===== config.mk =====
export PLATFORM = sky130hd
export DESIGN_NAME = mdu_controller_flat
export DESIGN_NICKNAME = d
export VERILOG_FILES = /design/src/rtl/mdu_if.sv /design/src/rtl/mdu_controller.sv /design/src/flat_wrapper.sv
export SDC_FILE = /design/constraint.sdc
export NUM_CORES = 1
export LEC_CHECK = 0
export CAP_MARGIN = 20
export CORE_ASPECT_RATIO = 1.4
export CORE_MARGIN = 1
export CORE_UTILIZATION = 35
export CTS_CLUSTER_SIZE = 8
export DETAILED_ROUTE_END_ITERATION = 16
export PLACE_DENSITY_LB_ADDON = 0.2
export SYNTH_ARGS = -nofsm -noshare
export SYNTH_HDL_FRONTEND = slang
export SYNTH_SLANG_ARGS = --single-unit
export TNS_END_PERCENT = 50

===== constraint.sdc =====
create_clock -name CLK -period 7.66 [get_ports CLK]
set_input_delay 1.149 -clock CLK [delete_from_list [all_inputs] [get_ports CLK]]
set_output_delay 1.149 -clock CLK [all_outputs]
set_load 0.05 [all_outputs]

===== src/rtl/mdu_if.sv =====
// mdu_if: EX-stage request/response bundle of the multiply/divide unit.
//   master side (pipeline/bench) drives START, OP, SRCA, SRCB, FLUSH,
//   HILO_READ, HI_WE, LO_WE and WDATA. The slave side (mdu_controller)
//   drives BUSY, STALL, DONE, DIVZERO, HI and LO.
interface mdu_if #(
  parameter int WIDTH = 32
);
  logic             START;
  logic [1:0]       OP;
  logic [WIDTH-1:0] SRCA;
  logic [WIDTH-1:0] SRCB;
  logic             FLUSH;
  logic             HILO_READ;
  logic             HI_WE;
  logic             LO_WE;
  logic [WIDTH-1:0] WDATA;
  logic             BUSY;
  logic             STALL;
  logic             DONE;
  logic             DIVZERO;
  logic [WIDTH-1:0] HI;
  logic [WIDTH-1:0] LO;

  modport master (
    output START, OP, SRCA, SRCB, FLUSH, HILO_READ, HI_WE, LO_WE, WDATA,
    input  BUSY, STALL, DONE, DIVZERO, HI, LO
  );

  modport slave (
    input  START, OP, SRCA, SRCB, FLUSH, HILO_READ, HI_WE, LO_WE, WDATA,
    output BUSY, STALL, DONE, DIVZERO, HI, LO
  );
endinterface


===== src/rtl/mdu_controller.sv =====
// mdu_controller: iterative MULT/MULTU/DIV/DIVU sequencer owning HI/LO.
//   CLK  - clock, all state changes on the rising edge
//   RST  - synchronous active-high reset
//   bus  - mdu_if slave: operation request, flush, MTHI/MTLO writes,
//          HI/LO read hint in; BUSY/STALL/DONE/DIVZERO and HI/LO out.
// One result bit per clock: WIDTH CALC cycles, then one FINISH cycle that
// applies the signs and commits HI/LO together with a one-cycle DONE.
module mdu_controller #(
  parameter int WIDTH = 32
) (
  input  logic  CLK,
  input  logic  RST,
  mdu_if.slave  bus
);
  localparam int CW = (WIDTH > 1) ? $clog2(WIDTH) : 1;

  typedef enum logic [1:0] {
    S_IDLE   = 2'd0,
    S_CALC   = 2'd1,
    S_FINISH = 2'd2
  } state_e;

  state_e             state_q, state_d;
  logic [1:0]         op_q, op_d;
  logic               sign_a_q, sign_a_d;
  logic               sign_b_q, sign_b_d;
  logic               divz_q, divz_d;     // current op is a zero-divisor divide
  logic [WIDTH-1:0]   mag_q, mag_d;       // |multiplicand| or |divisor|
  logic [2*WIDTH-1:0] acc_q, acc_d;       // {hi half, lo half} working register
  logic [CW-1:0]      cnt_q, cnt_d;
  logic [WIDTH-1:0]   hi_q, hi_d;
  logic [WIDTH-1:0]   lo_q, lo_d;
  logic               done_q, done_d;
  logic               divzero_q, divzero_d;

  // Two's-complement magnitude or conditional negation of a WIDTH-bit value.
  function automatic logic [WIDTH-1:0] neg_if(input logic neg, input logic [WIDTH-1:0] v);
    return neg ? (~v + {{(WIDTH-1){1'b0}}, 1'b1}) : v;
  endfunction

  logic               signed_op_s;
  logic               in_sign_a_s, in_sign_b_s;
  logic [WIDTH:0]     mul_sum_s;
  logic [WIDTH:0]     rem_sh_s;
  logic               rem_ge_s;
  logic [WIDTH-1:0]   rem_sub_s;
  logic [2*WIDTH-1:0] mul_step_s, div_step_s;
  logic               res_neg_s;
  logic [2*WIDTH-1:0] mul_res_s, div_res_s;

  // Operand sign capture: OP[0]=1 selects the unsigned variants.
  assign signed_op_s = ~bus.OP[0];
  assign in_sign_a_s = signed_op_s & bus.SRCA[WIDTH-1];
  assign in_sign_b_s = signed_op_s & bus.SRCB[WIDTH-1];

  // Shift-add step: conditionally add into the upper half (carry kept), then
  // shift the whole accumulator right so the next multiplier bit reaches bit 0.
  assign mul_sum_s  = {1'b0, acc_q[2*WIDTH-1:WIDTH]}
                    + (acc_q[0] ? {1'b0, mag_q} : {(WIDTH+1){1'b0}});
  assign mul_step_s = {mul_sum_s, acc_q[WIDTH-1:1]};

  // Restoring step: remainder gets the next dividend bit; the quotient bit
  // shifts into the freed LSB of the lower half. The remainder stays below
  // the divisor, so the difference always fits in WIDTH bits.
  assign rem_sh_s   = {acc_q[2*WIDTH-1:WIDTH], acc_q[WIDTH-1]};
  assign rem_ge_s   = (rem_sh_s >= {1'b0, mag_q});
  assign rem_sub_s  = rem_sh_s[WIDTH-1:0] - mag_q;
  assign div_step_s = rem_ge_s ? {rem_sub_s, acc_q[WIDTH-2:0], 1'b1}
                               : {rem_sh_s[WIDTH-1:0], acc_q[WIDTH-2:0], 1'b0};

  // Sign fix-up; the remainder follows the dividend's sign.
  assign res_neg_s = sign_a_q ^ sign_b_q;
  assign mul_res_s = res_neg_s ? (~acc_q + {{(2*WIDTH-1){1'b0}}, 1'b1}) : acc_q;
  assign div_res_s = {neg_if(sign_a_q, acc_q[2*WIDTH-1:WIDTH]),
                      neg_if(res_neg_s, acc_q[WIDTH-1:0])};

  // Next-state and datapath update for the IDLE/CALC/FINISH sequencer.
  always_comb begin
    state_d   = state_q;
    op_d      = op_q;
    sign_a_d  = sign_a_q;
    sign_b_d  = sign_b_q;
    divz_d    = divz_q;
    mag_d     = mag_q;
    acc_d     = acc_q;
    cnt_d     = cnt_q;
    hi_d      = hi_q;
    lo_d      = lo_q;
    done_d    = 1'b0;
    divzero_d = divzero_q;

    case (state_q)
      S_IDLE: begin
        if (bus.HI_WE) begin
          hi_d = bus.WDATA;
        end else begin
          hi_d = hi_q;
        end
        if (bus.LO_WE) begin
          lo_d = bus.WDATA;
        end else begin
          lo_d = lo_q;
        end
        if (bus.START && !bus.FLUSH) begin
          op_d      = bus.OP;
          sign_a_d  = in_sign_a_s;
          sign_b_d  = in_sign_b_s;
          divzero_d = 1'b0;
          cnt_d     = CW'(WIDTH - 1);
          if (bus.OP[1] && (bus.SRCB == {WIDTH{1'b0}})) begin
            // Zero divisor: result is fixed, skip the iterations entirely.
            divz_d  = 1'b1;
            acc_d   = {bus.SRCA, {WIDTH{1'b1}}};
            state_d = S_FINISH;
          end else if (bus.OP[1]) begin
            divz_d  = 1'b0;
            mag_d   = neg_if(in_sign_b_s, bus.SRCB);
            acc_d   = {{WIDTH{1'b0}}, neg_if(in_sign_a_s, bus.SRCA)};
            state_d = S_CALC;
          end else begin
            divz_d  = 1'b0;
            mag_d   = neg_if(in_sign_a_s, bus.SRCA);
            acc_d   = {{WIDTH{1'b0}}, neg_if(in_sign_b_s, bus.SRCB)};
            state_d = S_CALC;
          end
        end else begin
          state_d = S_IDLE;
        end
      end
      S_CALC: begin
        if (bus.FLUSH) begin
          state_d = S_IDLE;
        end else begin
          acc_d = op_q[1] ? div_step_s : mul_step_s;
          if (cnt_q == {CW{1'b0}}) begin
            state_d = S_FINISH;
          end else begin
            cnt_d = cnt_q - CW'(1);
          end
        end
      end
      S_FINISH: begin
        if (bus.FLUSH) begin
          state_d = S_IDLE;
        end else begin
          if (divz_q) begin
            {hi_d, lo_d} = acc_q;
          end else if (op_q[1]) begin
            {hi_d, lo_d} = div_res_s;
          end else begin
            {hi_d, lo_d} = mul_res_s;
          end
          done_d    = 1'b1;
          divzero_d = divz_q;
          state_d   = S_IDLE;
        end
      end
      default: begin
        state_d = S_IDLE;
      end
    endcase
  end

  // State and HI/LO registers with synchronous reset.
  always_ff @(posedge CLK) begin
    if (RST) begin
      state_q   <= S_IDLE;
      op_q      <= 2'b00;
      sign_a_q  <= 1'b0;
      sign_b_q  <= 1'b0;
      divz_q    <= 1'b0;
      mag_q     <= {WIDTH{1'b0}};
      acc_q     <= {(2*WIDTH){1'b0}};
      cnt_q     <= {CW{1'b0}};
      hi_q      <= {WIDTH{1'b0}};
      lo_q      <= {WIDTH{1'b0}};
      done_q    <= 1'b0;
      divzero_q <= 1'b0;
    end else begin
      state_q   <= state_d;
      op_q      <= op_d;
      sign_a_q  <= sign_a_d;
      sign_b_q  <= sign_b_d;
      divz_q    <= divz_d;
      mag_q     <= mag_d;
      acc_q     <= acc_d;
      cnt_q     <= cnt_d;
      hi_q      <= hi_d;
      lo_q      <= lo_d;
      done_q    <= done_d;
      divzero_q <= divzero_d;
    end
  end

  assign bus.BUSY    = (state_q != S_IDLE);
  assign bus.STALL   = bus.BUSY & (bus.START | bus.HILO_READ | bus.HI_WE | bus.LO_WE);
  assign bus.DONE    = done_q;
  assign bus.DIVZERO = divzero_q;
  assign bus.HI      = hi_q;
  assign bus.LO      = lo_q;
endmodule


===== src/flat_wrapper.sv =====
// flat-port wrapper written by rule: the top's interface ports become plain ports
module mdu_controller_flat 
#(
  parameter int WIDTH = 32
)
  (CLK, RST, bus_START, bus_OP, bus_SRCA, bus_SRCB, bus_FLUSH, bus_HILO_READ, bus_HI_WE, bus_LO_WE, bus_WDATA, bus_BUSY, bus_STALL, bus_DONE, bus_DIVZERO, bus_HI, bus_LO);
  mdu_if #(.WIDTH(WIDTH)) bus_i ();
  input  logic CLK;
  input  logic RST;
  input wire logic [$bits(bus_i.START)-1:0] bus_START;
  input wire logic [$bits(bus_i.OP)-1:0] bus_OP;
  input wire logic [$bits(bus_i.SRCA)-1:0] bus_SRCA;
  input wire logic [$bits(bus_i.SRCB)-1:0] bus_SRCB;
  input wire logic [$bits(bus_i.FLUSH)-1:0] bus_FLUSH;
  input wire logic [$bits(bus_i.HILO_READ)-1:0] bus_HILO_READ;
  input wire logic [$bits(bus_i.HI_WE)-1:0] bus_HI_WE;
  input wire logic [$bits(bus_i.LO_WE)-1:0] bus_LO_WE;
  input wire logic [$bits(bus_i.WDATA)-1:0] bus_WDATA;
  output wire logic [$bits(bus_i.BUSY)-1:0] bus_BUSY;
  output wire logic [$bits(bus_i.STALL)-1:0] bus_STALL;
  output wire logic [$bits(bus_i.DONE)-1:0] bus_DONE;
  output wire logic [$bits(bus_i.DIVZERO)-1:0] bus_DIVZERO;
  output wire logic [$bits(bus_i.HI)-1:0] bus_HI;
  output wire logic [$bits(bus_i.LO)-1:0] bus_LO;
  assign bus_i.START = bus_START;
  assign bus_i.OP = bus_OP;
  assign bus_i.SRCA = bus_SRCA;
  assign bus_i.SRCB = bus_SRCB;
  assign bus_i.FLUSH = bus_FLUSH;
  assign bus_i.HILO_READ = bus_HILO_READ;
  assign bus_i.HI_WE = bus_HI_WE;
  assign bus_i.LO_WE = bus_LO_WE;
  assign bus_i.WDATA = bus_WDATA;
  assign bus_BUSY = bus_i.BUSY;
  assign bus_STALL = bus_i.STALL;
  assign bus_DONE = bus_i.DONE;
  assign bus_DIVZERO = bus_i.DIVZERO;
  assign bus_HI = bus_i.HI;
  assign bus_LO = bus_i.LO;
  mdu_controller #(.WIDTH(WIDTH)) u_core (.CLK(CLK), .RST(RST), .bus(bus_i));
endmodule

==> impl_metrics.sql, run 1 <==
INSERT INTO impl_metrics (metric_group, metric, value, unit) VALUES
('logic_synthesis', 'netlist-cell-type-count', '84', ''),
('floorplan', 'boundaryPins', '173', ''),
('routing', 'wl_per_cell', '23.6', 'um'),
('setup_path', 'crit_fanout', '44', ''),
('pwr', 'power.total', '3250', 'uW'),
('global_route', 'first_global_vias', '15700', ''),
('sta', 'finalHoldViolCount', '0', ''),
('logic_synthesis', 'post_synth_most_frequent_cells', 'sky130_fd_sc_hd__nor2_1 (310), sky130_fd_sc_hd__a21oi_1 (238), sky130_fd_sc_hd__nand2_1 (179)', ''),
('pwr', 'pwr_density_cell', '183', 'nW/um^2'),
('floorplan', 'overall_die_height', '249', 'um'),
('sta', 'finalWorstPathRequiredPeriod', '4.46', 'ns'),
('logic_synthesis', 'async_flop_share', '0', '%'),
('setup_path', 'critPathRequiredTime', '7.96', 'ns'),
('routing', 'dr_total_vias', '16600', ''),
('setup_path', 'critPathArrivalTime', '4.76', 'ns'),
('logic_synthesis', 'synth_most_common_cell', 'sky130_fd_sc_hd__nor2_1', ''),
('worst_hold_path', 'worst_hold_path.endpoint', 'u_core.bus.HI[23]', ''),
('logic_synthesis', 'synth.top_cells.by_area', 'sky130_fd_sc_hd__dfxtp_1 (23%), sky130_fd_sc_hd__a21oi_1 (7.8%), sky130_fd_sc_hd__nor2_1 (7.7%), sky130_fd_sc_hd__ha_1 (5.8%), sky130_fd_sc_hd__xnor2_1 (5.2%)', ''),
('place', 'place_congestion', '0.989', ''),
('clock_tree', 'cts.sink_count', '173', ''),
('setup_path', 'critical_path.reg2reg.startpoint', 'u_core.acc_q[32]', ''),
('routing', 'drt-pass1-iter-count', '5', ''),
('setup_path', 'critical_path.most_common_cell', 'sky130_fd_sc_hd__a31oi_1', ''),
('routing', 'drt_iter0_drc', '1396', ''),
('sta', 'postLayoutSetupSlackWorst', '3.20', 'ns'),
('finish', 'syn2layout_area_growth', '17.0', '%'),
('pwr', 'peakVddDrop', '174', 'uV'),
('finish', 'final_net_count', '2370', ''),
('global_route', 'number_of_antenna_violations_at_the_first_check_in_global_routing', '0', ''),
('sta', 'grt_setup_unrepaired', 'false', ''),
('sta', 'tightestPinTransition', '1.19', 'ns'),
('clock_tree', 'tritoncts.num_buffers', '17', ''),
('setup_path', 'crit_slowest_cell', 'sky130_fd_sc_hd__o21ba_2', ''),
('place', 'port-buffer-count', '172', ''),
('run_status', 'outcome', 'complete, no violations', ''),
('sta', 'slew_viol_final', '0', ''),
('place', 'placement.setup.worst_slack', '2.91', 'ns'),
('worst_hold_path', 'holdCritPathClass', 'register to register', ''),
('job', 'max_cap_viols', '0', ''),
('global_route', 'wire_length_of_the_first_global_routing_pass', '95.6', 'mm'),
('logic_synthesis', 'average_instance_area_after_synthesis', '7.13', 'um^2'),
('logic_synthesis', 'synth_top_area_share', '22.8', '%'),
('setup_path', 'critPathLaunchType', 'register', ''),
('clock_tree', 'tritoncts', 'built', ''),
('sta', 'setup_tns_final', '0', 'ns'),
('logic_synthesis', 'yosys_most_used_dff', 'sky130_fd_sc_hd__dfxtp_1', ''),
('floorplan', 'initial_utilization', '35.3', '%'),
('logic_synthesis', 'synth-seq-area-share', '22.8', '%'),
('logic_synthesis', 'synth_area', '15200', 'um^2'),
('logic_synthesis', 'synthesis.nets', '2307', ''),
('setup_path', 'cp_cell_sequence', 'ha_1 -> nor2b_1 -> o211ai_1 -> a31oi_1 -> a21bo_2 -> a31oi_1 -> o21ba_2 -> nor2_1 -> a211o_1 -> o311ai_0 -> a211oi_1', ''),
('pwr', 'leakagePower', '0.00649', 'uW'),
('setup_path', 'crit_type', 'register to register', ''),
('sta', 'post-route-period-util', '58.2', '%'),
('clock_tree', 'cts_resized', '0', ''),
('logic_synthesis', 'postSynthCellCount', '2130', ''),
('clock_tree', 'clock_tree.buffer_depth', '2', ''),
('setup_path', 'setup.reg_to_reg.worst_slack', '3.20', 'ns'),
('sta', 'maxSlewHeadroom', '20.4', '%'),
('routing', 'route.detailed.vias_per_inst', '6.01', ''),
('logic_synthesis', 'yosysWarningCount', '0', ''),
('clock_tree', 'postCtsHoldBufs', '0', ''),
('clock_tree', 'root_buffer_cell', 'sky130_fd_sc_hd__clkbuf_16', ''),
('setup_path', 'timing.critical_path.buf_inv', '0', ''),
('logic_synthesis', 'synth.largest_area_cell', 'sky130_fd_sc_hd__dfxtp_1', ''),
('routing', 'ant_nets', '0', ''),
('worst_hold_path', 'holdPathStages', '2', ''),
('setup_path', 'worst_path_largest_cell_delay', '0.95', 'ns'),
('finish', 'drive_above_1_share', '4.81', '%'),
('worst_hold_path', 'min_delay_src', 'u_core.bus.HI[23]', ''),
('global_route', 'globalRouteTotalUtil', '28.9', '%');
[sequential cells by signal, summed over array words and instances (netlist names)]
register            cells
u_core.bus.DONE         1
u_core.mag_q           32
u_core.bus.DIVZERO      1
u_core.divz_q           1
u_core.acc_q           64
u_core.cnt_q            5
u_core.sign_a_q         1
u_core.bus.LO          32
u_core.bus.HI          32
u_core.op_q             1
u_core.sign_b_q         1
u_core.state_q          2
[cells by family after synthesis]
logic type / after synthesis / share of synthesized area, %
AOI/OAI and AO/OA: 711 / 29.9
xor gates and xnor gates: 165 / 9.51
adders and majority gates: 72 / 6.03
buffers and inverters: 219 / 6.06
DFF: 173 / 22.8
muxes: 51 / 3.39
and+or+nand+nor: 739 / 22.3
[placed cells by master (no fill, tap or decap), types with 10 or more instances in the layout]
master	n
sky130_fd_sc_hd__xnor2_1	90
sky130_fd_sc_hd__nor3_1	63
sky130_fd_sc_hd__a311oi_1	16
sky130_fd_sc_hd__buf_4	23
sky130_fd_sc_hd__nor4_1	23
sky130_fd_sc_hd__o21ai_0	123
sky130_fd_sc_hd__nand4_1	10
sky130_fd_sc_hd__nand2_1	179
sky130_fd_sc_hd__ha_1	70
sky130_fd_sc_hd__o221ai_1	24
sky130_fd_sc_hd__a221oi_1	18
sky130_fd_sc_hd__nor2_1	310
sky130_fd_sc_hd__mux2i_1	47
sky130_fd_sc_hd__o21ai_1	21
sky130_fd_sc_hd__inv_1	67
sky130_fd_sc_hd__and3_1	10
sky130_fd_sc_hd__a211oi_1	69
sky130_fd_sc_hd__nand3_1	30
sky130_fd_sc_hd__clkdlybuf4s50_1	170
sky130_fd_sc_hd__a31oi_1	23
sky130_fd_sc_hd__a21o_1	23
sky130_fd_sc_hd__clkbuf_16	17
sky130_fd_sc_hd__or3_1	16
sky130_fd_sc_hd__o41ai_1	14
sky130_fd_sc_hd__o211ai_1	49
sky130_fd_sc_hd__a21oi_1	238
sky130_fd_sc_hd__nor2b_1	23
sky130_fd_sc_hd__o31ai_1	22
sky130_fd_sc_hd__dfxtp_1	172
sky130_fd_sc_hd__xor2_1	75
sky130_fd_sc_hd__nand2b_1	23
[where the power goes]
group,total (uW),internal [uW],switching [uW]
logic,1250,443,810
clock network,944,499,446
registers,1050,961,91.8
total,3250,1900,1350
[cell type report]
type | instances | area [um^2]
Clock inverter | 15 | 191
Sequential cell | 173 | 3460
Antenna cell | 1 | 2.50
Timing Repair Buffer | 196 | 1930
Clock buffer | 17 | 425
Fill cell | 4536 | 25200
Inverter | 67 | 251
Tap cell | 552 | 691
Multi-Input combinational cell | 1738 | 10800
[tightest hold or removal path, cell delays in order, from the launching register on]
cell,delay [ns]
sky130_fd_sc_hd__dfxtp_1,0.31
sky130_fd_sc_hd__nand2_1,0.05
sky130_fd_sc_hd__a21oi_1,0.05
[metrics by stage]
step	area, um^2	std cells	utilization [%]	hold WS, ns
2_1_floorplan	15200	2130	-	0.432
3_3_place_gp	17100	2724	39.8	0.437
3_5_place_dp	17100	2725	39.9	0.444
4_1_cts	17800	2757	41.3	0.457
5_1_grt	17800	2758	41.3	0.472
6_report	17800	2759	41.3	0.458
[worst max-delay path by stage]
stage | start | end | slack [ns] | cells after the start
6_report | u_core.acc_q[32] | u_core.acc_q[44] | 3.20 | 11
5_1_grt | bus_SRCB[2] | u_core.acc_q[60] | 2.81 | 10
4_1_cts | u_core.acc_q[32] | u_core.acc_q[44] | 3.21 | 11
3_5_place_dp | bus_SRCB[2] | u_core.acc_q[60] | 2.91 | 10
3_3_place_gp | bus_SRCB[2] | u_core.acc_q[60] | 3.05 | 10
2_1_floorplan | bus_SRCA[10] | u_core.acc_q[25] | 4.07 | 10
[per-layer routing]
| layer | track usage [%] | wire (um) | part of all wire (%) | up-vias |
|---|---|---|---|---|
| li1 | - | - | - | 7839 |
| met1 | 34.1 | 26000 | 40 | 7849 |
| met2 | 47.7 | 30600 | 47 | 697 |
| met3 | 2.87 | 3410 | 5.2 | 184 |
| met4 | 22.1 | 5260 | 8.1 | 0 |
| met5 | 0 | 0 | 0 | - |
(Power assumes the default switching activity.)
==> inputs of run 2 (changes only) <==
Clock period 7.66 ns to 4.65 ns, I/O delays scaled along.
==> run 2 against run 1 <==
  * Global-route usage grew 0.80 points
  * Register-to-register slack got worse by 2.6 ns
  * Via count grew 1.7%
  * Highest routed layer unchanged
==> impl_metrics.sql, run 2 (synthesized netlist as in run 1, its figures left out) <==
INSERT INTO impl_metrics (metric_group, metric, value, unit) VALUES
('sta', 'post-route-period-util', '88.1', '%'),
('finish', 'final_net_count', '2402', ''),
('sta', 'slew_viol_final', '0', ''),
('setup_path', 'timing.critical_path.buf_inv', '1', ''),
('sta', 'finalWorstPathRequiredPeriod', '4.10', 'ns'),
('global_route', 'globalRouteTotalUtil', '29.7', '%'),
('pwr', 'pwr_density_cell', '296', 'nW/um^2'),
('setup_path', 'critPathRequiredTime', '5.03', 'ns'),
('clock_tree', 'cts_resized', '0', ''),
('finish', 'diodes', '0', ''),
('pwr', 'leakagePower', '0.00662', 'uW'),
('place', 'placed_cells_incl_taps', '2758', ''),
('finish', 'nFillCells', '4521', ''),
('floorplan', 'core_region_area', '43000', 'um^2'),
('floorplan', 'rows', '90', ''),
('setup_path', 'cp_cell_sequence', 'ha_1 -> nand4_1 -> nor4_1 -> a311oi_1 -> o21ai_0 -> a21o_1 -> o21bai_2 -> buf_4 -> nor3_1 -> nor4_1 -> o31ai_1 -> o31ai_1', ''),
('run_status', 'outcome', 'complete, no violations', ''),
('finish', 'drive_above_1_share', '6.21', '%'),
('setup_path', 'cp_top_family', 'simple AND/OR/NAND/NOR gates', ''),
('place', 'dp_hpwl', '51.9', 'mm'),
('setup_path', 'worst_path_largest_cell_delay', '0.59', 'ns'),
('routing', 'ant_nets', '0', ''),
('floorplan', 'overall_die_height', '249', 'um'),
('clock_tree', 'root_buffer_cell', 'sky130_fd_sc_hd__clkbuf_16', ''),
('routing', 'dr_total_vias', '16900', ''),
('routing', 'wl_per_cell', '23.9', 'um'),
('clock_tree', 'cts.htree.levels', '4', ''),
('global_route', 'wire_length_of_the_first_global_routing_pass', '98.0', 'mm'),
('setup_path', 'setup.worst_path.end_class', 'register', ''),
('clock_tree', 'tritoncts.num_buffers', '17', ''),
('clock_tree', 'cts.sink_count', '173', ''),
('finish', 'stdcell_count', '2790', ''),
('finish', 'multi_input_gate_area', '10800', 'um^2'),
('floorplan', 'design.die.area', '44300', 'um^2'),
('routing', 'route.detailed.vias_per_inst', '6.04', ''),
('routing', 'met3_wirelength', '4.17', 'mm'),
('setup_path', 'crit_slowest_cell', 'sky130_fd_sc_hd__dfxtp_1', ''),
('global_route', 'grt_start_max_net_pins', '70', ''),
('place', 'place_congestion', '1.04', ''),
('place', 'port-buffer-count', '172', ''),
('clock_tree', 'clock_tree.buffer_depth', '2', ''),
('routing', 'met1Wirelength', '25.5', 'mm'),
('worst_hold_path', 'holdCritPathClass', 'register to register', ''),
('setup_path', 'critPathArrivalTime', '4.48', 'ns'),
('clock_tree', 'tritoncts', 'built', ''),
('sta', 'final-setup-viol-count', '0', ''),
('finish', 'layout_commonest_cell', 'sky130_fd_sc_hd__nor2_1', ''),
('job', 'max_cap_viols', '0', ''),
('sta', 'setup_tns_final', '0', 'ns'),
('setup_path', 'critPathLaunchType', 'register', ''),
('clock_tree', 'postCtsHoldBufs', '0', ''),
('clock_tree', 'insertion_delay', '0.47', 'ns'),
('global_route', 'grt_overflow', '0', ''),
('clock_tree', 'clkSlewWorstSetupHoldPaths', '0.08', 'ns'),
('sta', 'finalHoldViolCount', '0', ''),
('floorplan', 'initial_utilization', '35.3', '%'),
('routing', 'drt-pass1-iter-count', '6', ''),
('routing', 'topRoutingLayerUsed', 'met4', ''),
('floorplan', 'boundaryPins', '173', ''),
('sta', 'whs', '0.455', 'ns'),
('clock_tree', 'cts.repair_timing.setup_buffer_count', '0', ''),
('sta', 'tightestPinTransition', '0.932', 'ns'),
('finish', 'post-route-cell-area', '18000', 'um^2'),
('place', 'post_dp_cell_area', '17400', 'um^2'),
('sta', 'grt_setup_unrepaired', 'false', ''),
('pwr', 'peakVddDrop', '272', 'uV'),
('setup_path', 'crit_type', 'register to register', ''),
('sta', 'skew', '0.0184', 'ns'),
('finish', 'final_util', '41.8', '%'),
('floorplan', 'die-width', '178', 'um'),
('routing', 'drt_iter0_drc', '1504', ''),
('routing', 'drcViolationCount', '0', ''),
('finish', 'largest-register', 'u_core.acc_q', ''),
('global_route', 'first_global_vias', '15900', ''),
('sta', 'max_freq', '244', 'MHz'),
('routing', 'dr_wl_met2', '31.6', 'mm'),
('finish', 'mostFrequentLayoutCells', 'sky130_fd_sc_hd__nor2_1 (309), sky130_fd_sc_hd__a21oi_1 (238), sky130_fd_sc_hd__nand2_1 (179), sky130_fd_sc_hd__dfxtp_1 (172), sky130_fd_sc_hd__clkdlybuf4s50_1 (170)', ''),
('finish', 'syn2layout_area_growth', '18.2', '%'),
('global_route', 'number_of_antenna_violations_at_the_first_check_in_global_routing', '0', ''),
('setup_path', 'crit_fanout', '13', ''),
('finish', 'area.sequential', '3460', 'um^2'),
('routing', 'total_routed_length', '66.5', 'mm'),
('sta', 'maxSlewHeadroom', '37.6', '%'),
('finish', 'number_of_flip_flops_in_the_largest_register', '64', '');
-- run 2: through the flow --
step                      worst slack [ns]  total power (uW)
after global placement               0.694              3820
after floorplan                       1.47              3070
after CTS                            0.729              5290
final                                0.551              5310
after global routing                 0.417              5530
after detailed placement             0.678              3830
-- run 2: final timing paths --
kind,from,end,slack [ns],depth (start not counted)
max reg2reg,u_core.acc_q[55],u_core.acc_q[60],0.55,12
max,u_core.acc_q[55],u_core.acc_q[60],0.55,12
min,u_core.mag_q[23],u_core.mag_q[23],0.46,2
min reg2reg,u_core.mag_q[23],u_core.mag_q[23],0.46,2
-- run 2: layout make-up --
cell class | count | area share [%]
flip-flops and latches | 173 | 19.3
clock buffers | 17 | 2.37
clock inverters | 15 | 0.801
well taps | 552 | 3.85
multi-input cells | 1738 | 60.3
repair buffers | 228 | 12.0
inverters | 67 | 1.40
-- run 2: worst register-to-register path, cell delays in order, from the launching register on --
cell,delay [ns]
sky130_fd_sc_hd__dfxtp_1,0.59
sky130_fd_sc_hd__ha_1,0.47
sky130_fd_sc_hd__nand4_1,0.42
sky130_fd_sc_hd__nor4_1,0.54
sky130_fd_sc_hd__a311oi_1,0.16
sky130_fd_sc_hd__o21ai_0,0.15
sky130_fd_sc_hd__a21o_1,0.13
sky130_fd_sc_hd__o21bai_2,0.35
sky130_fd_sc_hd__buf_4,0.28
sky130_fd_sc_hd__nor3_1,0.05
sky130_fd_sc_hd__nor4_1,0.52
sky130_fd_sc_hd__o31ai_1,0.17
sky130_fd_sc_hd__o31ai_1,0.22
-- run 2: layer usage --
layer	global-route usage, %	vias to the layer above
met5	0	-
met4	21.2	0
met3	3.70	203
met2	49.7	782
met1	34.6	7959
li1	-	7909
-- run 2: power by group --
part	internal [uW]	switching [uW]
clock	714	754
sequential	1580	126
combinational	764	1370
==> inputs of run 3 (changes only) <==
Settings changed: GPL_TIMING_DRIVEN from default to 0.
==> run 3 against run 2 <==
  * Combinational power increased by 4%
  * Via count is 3.3% higher
  * Sequential share of layout area down 0.30 points
  * Critical path depth increased by 1
  * Cell count is 3.4% higher
  * Clock power rose by 5%
  * Sequential power hardly changed
  * Count of clock-buffer cells in the layout unchanged
  * Worst hold slack gained 0.0042 ns
  * Die area stayed put
  * Flip-flop and latch count unchanged
  * Largest cell class unchanged
  * Largest power group unchanged
==> impl_metrics.sql, run 3 (synthesized netlist as in run 1, its figures left out) <==
INSERT INTO impl_metrics (metric_group, metric, value, unit) VALUES
('finish', 'diodes', '0', ''),
('clock_tree', 'cts.sink_count', '173', ''),
('finish', 'largest-register', 'u_core.acc_q', ''),
('setup_path', 'crit_fanout', '10', ''),
('setup_path', 'worst_path_largest_cell_delay', '0.64', 'ns'),
('routing', 'total_routed_length', '75.4', 'mm'),
('routing', 'wl_per_cell', '26.1', 'um'),
('clock_tree', 'clock_tree.buffer_depth', '2', ''),
('setup_path', 'crit_slowest_cell', 'sky130_fd_sc_hd__buf_1', ''),
('sta', 'postLayoutSetupSlackWorst', '0.238', 'ns'),
('sta', 'max_freq', '227', 'MHz'),
('clock_tree', 'cts.htree.levels', '4', ''),
('pwr', 'power.net_switching', '2400', 'uW'),
('routing', 'drcViolationCount', '0', ''),
('place', 'placement.setup.worst_slack', '0.176', 'ns'),
('sta', 'finalWorstPathRequiredPeriod', '4.41', 'ns'),
('setup_path', 'critPathArrivalTime', '4.78', 'ns'),
('sta', 'finalHoldViolCount', '0', ''),
('floorplan', 'initial_utilization', '35.3', '%'),
('run_status', 'outcome', 'complete, no violations', ''),
('routing', 'ant_nets', '0', ''),
('global_route', 'grt_overflow', '0', ''),
('floorplan', 'rows', '90', ''),
('setup_path', 'critPathLaunchType', 'register', ''),
('setup_path', 'setup.worst_path.end_class', 'register', ''),
('clock_tree', 'tritoncts.num_buffers', '17', ''),
('pwr', 'power.internal', '3070', 'uW'),
('floorplan', 'boundaryPins', '173', ''),
('finish', 'syn2layout_area_growth', '20.0', '%'),
('sta', 'tightestPinTransition', '0.991', 'ns'),
('routing', 'route.detailed.vias_per_inst', '6.04', ''),
('global_route', 'grt_start_max_net_pins', '21', ''),
('place', 'port-buffer-count', '171', ''),
('finish', 'layout_commonest_cell', 'sky130_fd_sc_hd__nor2_1', ''),
('setup_path', 'critical_path.most_common_cell', 'sky130_fd_sc_hd__nor2_1', ''),
('routing', 'dr_total_vias', '17400', ''),
('clock_tree', 'root_buffer_cell', 'sky130_fd_sc_hd__clkbuf_16', ''),
('clock_tree', 'cts.repair_timing.setup_buffer_count', '0', ''),
('finish', 'mostFrequentLayoutCells', 'sky130_fd_sc_hd__nor2_1 (310), sky130_fd_sc_hd__a21oi_1 (238), sky130_fd_sc_hd__nand2_1 (179), sky130_fd_sc_hd__dfxtp_1 (173), sky130_fd_sc_hd__clkdlybuf4s50_1 (171)', ''),
('clock_tree', 'insertion_delay', '0.48', 'ns'),
('pwr', 'power_frac_clock', '28.2', '%'),
('sta', 'grt_setup_unrepaired', 'false', ''),
('place', 'dp_hpwl', '61.1', 'mm'),
('routing', 'drt-pass1-iter-count', '7', ''),
('clock_tree', 'clkSlewWorstSetupHoldPaths', '0.08', 'ns'),
('finish', 'post-route-cell-area', '18200', 'um^2'),
('routing', 'drt_iter0_drc', '1479', ''),
('pwr', 'power.total', '5460', 'uW'),
('place', 'place_congestion', '1.01', ''),
('global_route', 'globalRouteTotalUtil', '33.6', '%'),
('pwr', 'pwr_density_cell', '300', 'nW/um^2'),
('sta', 'whs', '0.460', 'ns'),
('clock_tree', 'tritoncts', 'built', ''),
('worst_hold_path', 'holdCritPathClass', 'register to register', ''),
('pwr', 'p_seq_share', '31.3', '%'),
('job', 'max_cap_viols', '0', ''),
('finish', 'stdcell_count', '2885', ''),
('clock_tree', 'cts_resized', '0', ''),
('pwr', 'p_comb_share', '40.5', '%'),
('global_route', 'first_global_vias', '17000', ''),
('sta', 'skew', '0.0195', 'ns'),
('sta', 'final-setup-viol-count', '0', ''),
('floorplan', 'die-width', '178', 'um'),
('sta', 'post-route-period-util', '94.9', '%'),
('finish', 'drive_above_1_share', '4.11', '%'),
('clock_tree', 'postCtsHoldBufs', '0', ''),
('sta', 'slew_viol_final', '0', ''),
('setup_path', 'crit_type', 'register to register', ''),
('global_route', 'number_of_antenna_violations_at_the_first_check_in_global_routing', '0', ''),
('place', 'placed_cells_incl_taps', '2853', ''),
('global_route', 'wire_length_of_the_first_global_routing_pass', '109', 'mm'),
('pwr', 'peakVddDrop', '302', 'uV'),
('finish', 'final_net_count', '2497', ''),
('floorplan', 'core_region_area', '43000', 'um^2'),
('pwr', 'p_sw_share', '43.8', '%'),
('finish', 'number_of_flip_flops_in_the_largest_register', '64', ''),
('setup_path', 'cp_cell_sequence', 'inv_1 -> buf_1 -> ha_1 -> or4b_2 -> nor2_1 -> nand3_2 -> o31ai_4 -> buf_6 -> o21ai_2 -> o21ai_1 -> xnor2_1 -> nor2_1 -> o41ai_1', ''),
('pwr', 'leakagePower', '0.00662', 'uW'),
('place', 'post_dp_cell_area', '17600', 'um^2'),
('floorplan', 'overall_die_height', '249', 'um'),
('setup_path', 'critPathRequiredTime', '5.01', 'ns'),
('sta', 'maxSlewHeadroom', '34.0', '%'),
('floorplan', 'design.die.area', '44300', 'um^2');
==> run 3: critical path: cells and delay by family (launching register included) <==
family | cells | cell delay (ns)
simple gates | 4 | 1.37
buf+inv | 3 | 1.19
compound gates | 4 | 0.86
flops | 1 | 0.42
fa+ha+maj | 1 | 0.33
xor+xnor | 1 | 0.13
==> run 3: path summary, 6_finish.rpt <==
| kind | startpoint | endpoint | slack, ns | cells after the start |
|---|---|---|---|---|
| worst max-delay path | u_core.acc_q[0] | u_core.bus.HI[30] | 0.24 | 13 |
| worst min-delay path | u_core.mag_q[9] | u_core.mag_q[9] | 0.46 | 2 |
| worst max register to register | u_core.acc_q[0] | u_core.bus.HI[30] | 0.24 | 13 |
| worst min register to register | u_core.mag_q[9] | u_core.mag_q[9] | 0.46 | 2 |
==> run 3: area by class of cell <==
type                            count  area, um^2
Buffer                            152         671
Clock buffer                       17         425
Clock inverter                     15         189
Fill cell                        4550       24800
Inverter                           67         251
Multi-Input combinational cell   1738       10800
Sequential cell                   173        3460
Tap cell                          552         691
Timing Repair Buffer              171        1710
==> run 3: through the flow <==
stage / util, % / TNS [ns]
after detailed placement: 40.9 / 0
after global placement: 40.9 / -0.0689
after global routing: 42.4 / 0
after CTS: 42.4 / 0
final: 42.4 / 0
after floorplan: - / 0
==> run 3: layer usage <==
metal  up-vias  global-route usage [%]  routed length, um
met2       911                    57.1              36100
met1      8143                    37.2              27600
met3       256                    4.30               5130
li1       8106                       -                  -
met4         0                    26.6               6530
met5         -                       0                  0
==> run 3: power groups by stage <==
stage / combinational [uW] / sequential (uW) / clock, uW
after floorplan: 1250 / 1820 / 0
after global placement: 2160 / 1740 / 0
after detailed placement: 2170 / 1740 / 0
after CTS: 2180 / 1700 / 1550
after global routing: 2350 / 1720 / 1590
final: 2210 / 1710 / 1540
